## config.mk

```make
export PLATFORM = sky130hd
export DESIGN_NAME = multicycle_ctrl
export DESIGN_NICKNAME = d
export VERILOG_FILES = /design/src/rtl/multicycle_ctrl.sv
export SDC_FILE = /design/constraint.sdc
export NUM_CORES = 1
export LEC_CHECK = 0
export CAP_MARGIN = 20
export CELL_PAD_IN_SITES_DETAIL_PLACEMENT = 0
export CELL_PAD_IN_SITES_GLOBAL_PLACEMENT = 1
export CORE_ASPECT_RATIO = 1.5
export CORE_MARGIN = 1
export CORE_UTILIZATION = 30
export DETAILED_ROUTE_END_ITERATION = 10
export HOLD_SLACK_MARGIN = 0.08
export PLACE_DENSITY = 0.74
export SLEW_MARGIN = 20
export SYNTH_ARGS = -nofsm -noshare
export SYNTH_HDL_FRONTEND = slang
export SYNTH_SLANG_ARGS = --single-unit
```

## constraint.sdc

```tcl
create_clock -name clk -period 1.95 [get_ports clk]
set_input_delay 0.195 -clock clk [delete_from_list [all_inputs] [get_ports clk]]
set_output_delay 0.195 -clock clk [all_outputs]
set_load 0.05 [all_outputs]
```

## src/rtl/multicycle_ctrl.sv

```systemverilog
// Multi-cycle control sequencer for the single-ALU core: fetch/decode/execute FSM
// for addi and bne, immediate generation, retired-instruction counter and fault trap.
module multicycle_ctrl #(
   parameter int DATA_WIDTH  = 32,
   parameter int MEM_TIMEOUT = 16,
   parameter int CNT_WIDTH   = 32
) (
   input  logic                  clk,
   input  logic                  rst_n,
   input  logic                  start,
   output logic                  imem_req,
   input  logic                  imem_ready,
   input  logic [DATA_WIDTH-1:0] imem_rdata,
   input  logic                  EQ,
   output logic [DATA_WIDTH-1:0] instr,
   output logic [DATA_WIDTH-1:0] imm,
   output logic                  ALUctrl,
   output logic                  RegWrite,
   output logic                  PCwrite,
   output logic                  PCsrc,
   output logic                  retire,
   output logic [CNT_WIDTH-1:0]  instret,
   output logic [1:0]            fault_code
);

   localparam int WAIT_W = (MEM_TIMEOUT > 2) ? $clog2(MEM_TIMEOUT) : 1;
   localparam logic [WAIT_W-1:0] WAIT_LAST = WAIT_W'(MEM_TIMEOUT - 1);

   localparam logic [6:0] OP_IMM    = 7'b0010011;
   localparam logic [6:0] OP_LOAD   = 7'b0000011;
   localparam logic [6:0] OP_JALR   = 7'b1100111;
   localparam logic [6:0] OP_BRANCH = 7'b1100011;

   typedef enum logic [2:0] {
      S_IDLE,
      S_FETCH,
      S_DECODE,
      S_EXEC_ADD,
      S_EXEC_BR,
      S_FAULT
   } state_t;

   state_t            state;
   state_t            state_next;
   logic [WAIT_W-1:0] wait_cnt;

   logic [6:0] opcode;
   logic [2:0] funct3;
   logic [4:0] rd;
   logic       is_addi;
   logic       is_bne;
   logic       fetch_timeout;

   assign opcode  = instr[6:0];
   assign funct3  = instr[14:12];
   assign rd      = instr[11:7];
   assign is_addi = (opcode == OP_IMM) && (funct3 == 3'b000);
   assign is_bne  = (opcode == OP_BRANCH) && (funct3 == 3'b001);

   // The last allowed wait cycle without ready is the one that trips the trap.
   assign fetch_timeout = (state == S_FETCH) && !imem_ready && (wait_cnt == WAIT_LAST);

   always_comb begin
      state_next = state;
      imem_req   = 1'b0;
      ALUctrl    = 1'b0;
      RegWrite   = 1'b0;
      PCwrite    = 1'b0;
      PCsrc      = 1'b0;
      retire     = 1'b0;
      case (state)
         S_IDLE: begin
            if (start) state_next = S_FETCH;
         end
         S_FETCH: begin
            imem_req = 1'b1;
            if (imem_ready)         state_next = S_DECODE;
            else if (fetch_timeout) state_next = S_FAULT;
         end
         S_DECODE: begin
            if (is_addi)     state_next = S_EXEC_ADD;
            else if (is_bne) state_next = S_EXEC_BR;
            else             state_next = S_FAULT;
         end
         S_EXEC_ADD: begin
            RegWrite   = (rd != 5'd0);
            PCwrite    = 1'b1;
            retire     = 1'b1;
            state_next = S_FETCH;
         end
         S_EXEC_BR: begin
            ALUctrl    = 1'b1;
            PCwrite    = 1'b1;
            PCsrc      = ~EQ;
            retire     = 1'b1;
            state_next = S_FETCH;
         end
         S_FAULT: begin
            state_next = S_FAULT;
         end
         default: begin
            state_next = S_IDLE;
         end
      endcase
   end

   always_comb begin
      imm = '0;
      case (opcode)
         OP_IMM, OP_LOAD, OP_JALR: begin
            imm = {{(DATA_WIDTH-12){instr[31]}}, instr[31:20]};
         end
         OP_BRANCH: begin
            imm = {{(DATA_WIDTH-13){instr[31]}}, instr[31], instr[7],
                   instr[30:25], instr[11:8], 1'b0};
         end
         default: begin
            imm = '0;
         end
      endcase
   end

   always_ff @(posedge clk or negedge rst_n) begin
      if (!rst_n) begin
         state      <= S_IDLE;
         instr      <= '0;
         wait_cnt   <= '0;
         instret    <= '0;
         fault_code <= 2'b00;
      end else begin
         state <= state_next;
         if ((state == S_FETCH) && imem_ready) instr <= imem_rdata;
         // Counter only runs while waiting in FETCH, so every FETCH entry starts at zero.
         if ((state == S_FETCH) && !imem_ready) wait_cnt <= wait_cnt + WAIT_W'(1);
         else                                   wait_cnt <= '0;
         if (retire) instret <= instret + CNT_WIDTH'(1);
         if (fetch_timeout)                                 fault_code <= 2'b10;
         else if ((state == S_DECODE) && !is_addi && !is_bne) fault_code <= 2'b01;
      end
   end

endmodule
```

Yosys cells after proc, flatten, opt, wreduce, memory -nomap -nowiden. Cells that the tools add are included.

Output and inout bits: 104. Flip-flop bits (word level): 73.

Bitwise operators: 1. $add $sub $neg: 2. Equal/unequal tests: 13. Reduce and logical (&&, ||, !) cells: 17. Mux-type cells: 15.

Operators by type and width (number): case mux 32 bit (2 select lines) (1); adder 32 x 1 -> 32 bit (second input constant) (1); case mux 3 bit (5 select lines) (1); equality test 7 bit (second input constant) (2); two-way mux 3 bit (4); equality test 7 x 2 -> 1 bit (second input constant) (1); equality test 7 x 5 -> 1 bit (second input constant) (1); logical AND 1 bit (7); equality test 3 x 1 -> 1 bit (second input constant) (2); equality test 3 x 2 -> 1 bit (second input constant) (2); equality test 3 bit (second input constant) (2); zero test 3 bit (2); two-way mux 1 bit (6); nonzero test 5 bit (1); adder 4 x 1 -> 4 bit (second input constant) (1); equality test 4 bit (second input constant) (1); two-way mux 2 bit (2); two-way mux 4 bit (1); zero test 1 bit (3); != test 3 bit (second input constant) (1); OR reduction 3 bit (1); != test 2 bit (second input constant) (1); AND reduction 2 bit (1); nonzero test 2 bit (1); other kinds (2) (2).

Depth between registers and ports, before layout. Gate-level depths: netlist of the first run.

Depth in word-level cells: 7. Depth in mapped cells: 6. Depth with buffers taken out: 5.

Worst setup path before layout of the first run. Ideal clock, no wire load.

Path type: register -> register. Start: register state[0]. End: register instr[10]. Setup slack: -0.798 ns. Path buffers: 2. Period minus slack after synthesis: 2.748 ns. Arrival time: 2.624 ns. Stages on the path, launching flop included: 6. Cell sequence: dfrtp_1 -> nor3b_1 -> and2_1 -> buf_2 -> buf_2 -> mux2_2.

Cells in the longest elaborated chain, start to end: 2.

RTL lines: start: declaration (line 43) `state_t state;`; start signal: assignment (line 131) `state <= state_next;`; equality test 3 x 1 -> 1 bit (line 132) `if ((state == S_FETCH) && imem_ready) instr <= imem_rdata;`; logical AND 1 bit (line 132); end signal: assignment (line 132); end: declaration (line 15) `output logic [DATA_WIDTH-1:0] instr,`.

No other way between the ends. A chain may end at the register's enable or synchronous reset.

Worst setup path in the final report of the first run.
Start: register instr[5]. End: output port imm[5].

Cells in the longest elaborated chain, start to end: 3.

RTL lines: equality test 7 x 5 -> 1 bit (tied with other cells) (line 109) `case (opcode)`; OR reduction 3 bit (line 109); case mux 32 bit (2 select lines) * (line 109); end: declaration (line 16) `output logic [DATA_WIDTH-1:0] imm,`.

Mark *: on every way between the ends. The rest lies on a longest branch, timed or not.

==> results.tsv, run 1 <==
metric	value	unit
fin_util	0.528	
max_freq	0.489	GHz
holdWs	0.392	ns
synth_seq_cells	73	
first_global_vias	2954	
cts_tree	built	
port-buffer-count	140	
violations	negative setup slack	
seq_area_frac_synth	0.522	
area_growth	68.7	%
grt_max_degree	43	
fin_crit	2.05	ns
num_rows	47	
syn_area	3500	um2
die_w	90.2	um
drc_errors	0	
worst_slew_pin_slew	0.559	ns
fp.coreArea	11200	um2
crit_fanout	4	
ant_nets	0	
drtPass1Iterations	4	
initial_utilization	0.313	
crit_arrival	1.85	ns
period_share	1.05	
first_iter_violations	29	
place_hpwl	6.97	mm
routed_wl	9.26	mm
cp-end-kind	output pin	
grt-ovfl-total	0	
grt_use_total	0.163	
max-vdd-ir-drop	0.955	mV
ioPinCount	141	
cts.clk_slew.worst_paths	0.06	ns
syn_nets	331	
r2r_slack	0.16	ns
via_per_inst	4.68	
dr_total_vias	2778	
antenna_cells	0	
hold_violations	0	
powerDensity	1430	nW/um2
ys_types	42	
die_y	134	um
antenna_found_initial	0	
slew_headroom	0.628	
cts-buffers-inserted	9	
grt_pass1_wl	15.3	mm
gp_congestion	0.790	
cts_sinks	73	
hp-class	in2async	
clock-skew-final	0.00708	ns
outcome	complete, but fails checks	
synthCells	292	
die_area	12100	um2
p_leak	2.47	nW
finalSetupViolCount	27	
routedWlPerCell	15.6	um
layout.nets	480	
required	1.75	ns
drive_gt1_frac	0.334	
clock_latency	0.33	ns
setup_ws	-0.0956	ns
place_ws	0.0641	ns
rsz0062_at_grt	true	
crit_type	reg2out	
synth.avg_cell_area	12.0	um2
cp-start-kind	flop	
htreeDepth	3	
slew_viol_final	0	
cts_root_buf	clkbuf_16	
cts_buffer_depth	2	
synth_warnings	0	
maxCapViolCount	0	
==> stage by stage <==
stage	instances	cell area [um2]	power (mW)	setup TNS (ns)
floorplan	292	3550	5.10	0
global placement	572	5500	6.78	0
detailed placement	572	5500	6.83	0
CTS	595	5940	8.58	-3.81
global route	593	5900	8.87	-3.78
finish	593	5900	8.45	-1.88
==> final timing paths <==
kind | from | to | cells past startpoint
worst max-delay path | instr[5] | imm[5] | 6
worst min-delay path | rst_n | instret[10] | 2
worst max register to register | instret[9] | instret[27] | 4
worst min register to register | wait_cnt[0] | wait_cnt[0] | 1
max in group asynchronous | rst_n | instret[26] | 3
min in group clk | wait_cnt[0] | wait_cnt[0] | 1
==> where the power goes <==
group | switching (mW) | total, mW | internal [mW]
clock | 0.595 | 1.58 | 0.984
combinational | 2.67 | 4.51 | 1.84
sequential | 0.408 | 2.37 | 1.96
total | 3.67 | 8.45 | 4.78
==> logic make-up after synthesis <==
logic type | count (synthesis) | share of synthesized area
xor+xnor | 33 | 0.0826
compound gates | 22 | 0.0555
flops | 73 | 0.522
buf+inv | 32 | 0.0608
fa+ha+maj | 2 | 0.00715
mux | 33 | 0.106
simple gates | 97 | 0.165
==> sequential cells by signal, indices dropped and copies added (netlist names) <==
name        count
instr          32
wait_cnt        4
fault_code      2
state           3
instret        32
==> layout make-up <==
cell class              count  area [um2]
fillers                   946        5280
repair buffers            163        2000
inverters                   7        31.3
multi-input cells         187        1560
clock buffers              12         236
well taps                 147         184
clock inverters             4        45.0
flip-flops and latches     73        1840
==> cell usage in the layout (no fill, tap or decap), types with 4 or more instances in the layout <==
master	n
clkdlybuf4s50_1	101
dfrtp_1	62
buf_12	41
mux2_2	33
xnor2_1	21
buf_4	19
nand3_1	16
nand2_1	14
nor2_1	13
xor2_1	12
dfrtp_2	11
clkbuf_16	9
and2_4	8
nand4_1	8
nor3_1	7
a21oi_1	6
inv_1	6
a22o_4	5
and4_1	4
and3_1	4
==> layer usage <==
layer  vias up  global-route usage  share of wire
met5         -                   0              0
li1       1301                   -              -
met1      1348               0.174           0.38
met2       112               0.298           0.53
met4         0              0.0789          0.024
met3        17              0.0414          0.058
==> synthesized netlist by cell type (all sizes together) <==
library cell | n | area, um2
a2111oi | 1 | 27.5
a21o | 3 | 22.5
a21oi | 8 | 43.8
a22o | 5 | 43.8
a31o | 1 | 8.76
and2 | 9 | 56.3
and3 | 4 | 25.0
and3b | 2 | 17.5
and4 | 4 | 35.0
and4b | 1 | 10.0
buf | 25 | 181
dfrtp | 73 | 1830
ha | 2 | 25.0
inv | 7 | 31.3
mux2 | 33 | 372
nand2 | 14 | 52.6
nand2b | 2 | 12.5
nand3 | 16 | 80.1
nand3b | 3 | 22.5
nand4 | 9 | 62.6
nor2 | 13 | 48.8
nor3 | 10 | 65.1
nor3b | 1 | 7.51
nor4 | 3 | 33.8
nor4b | 1 | 8.76
o2111ai | 1 | 26.3
o21bai | 2 | 15.0
o22ai | 1 | 6.26
or2 | 1 | 6.26
or3 | 1 | 6.26
or3b | 1 | 8.76
or4 | 2 | 18.8
xnor2 | 21 | 184
xor2 | 12 | 105
==> what timing repair did <==
item,CTS,global route
endpoints found under the hold margin,41,0
setup buffers,5,0
setup endpoints to repair,34,33
pin swaps,4,4
hold buffers,1,0
gates resized for setup,17,2
cloned,1,0
==> critical path, cell delays in order (launching register included) <==
cell and delay, ns:
dfrtp_2 0.40, or3_4 0.40, a21oi_4 0.17, buf_4 0.15, buf_4 0.12, and2_4 0.15, buf_12 0.13
Power figures use the tool's default switching activity.
==> inputs of run 2 (changes only) <==
--- a/config.mk
+++ b/config.mk
@@ -5,11 +5,9 @@
 export SDC_FILE = /design/constraint.sdc
 export NUM_CORES = 1
 export LEC_CHECK = 0
-export CAP_MARGIN = 20
 export CELL_PAD_IN_SITES_DETAIL_PLACEMENT = 0
 export CELL_PAD_IN_SITES_GLOBAL_PLACEMENT = 1
 export CORE_ASPECT_RATIO = 1.5
-export CORE_MARGIN = 1
 export CORE_UTILIZATION = 30
 export DETAILED_ROUTE_END_ITERATION = 10
 export HOLD_SLACK_MARGIN = 0.08
==> results of run 2 <==
The final DEF is identical to that of run 1; final timing and power are the same.
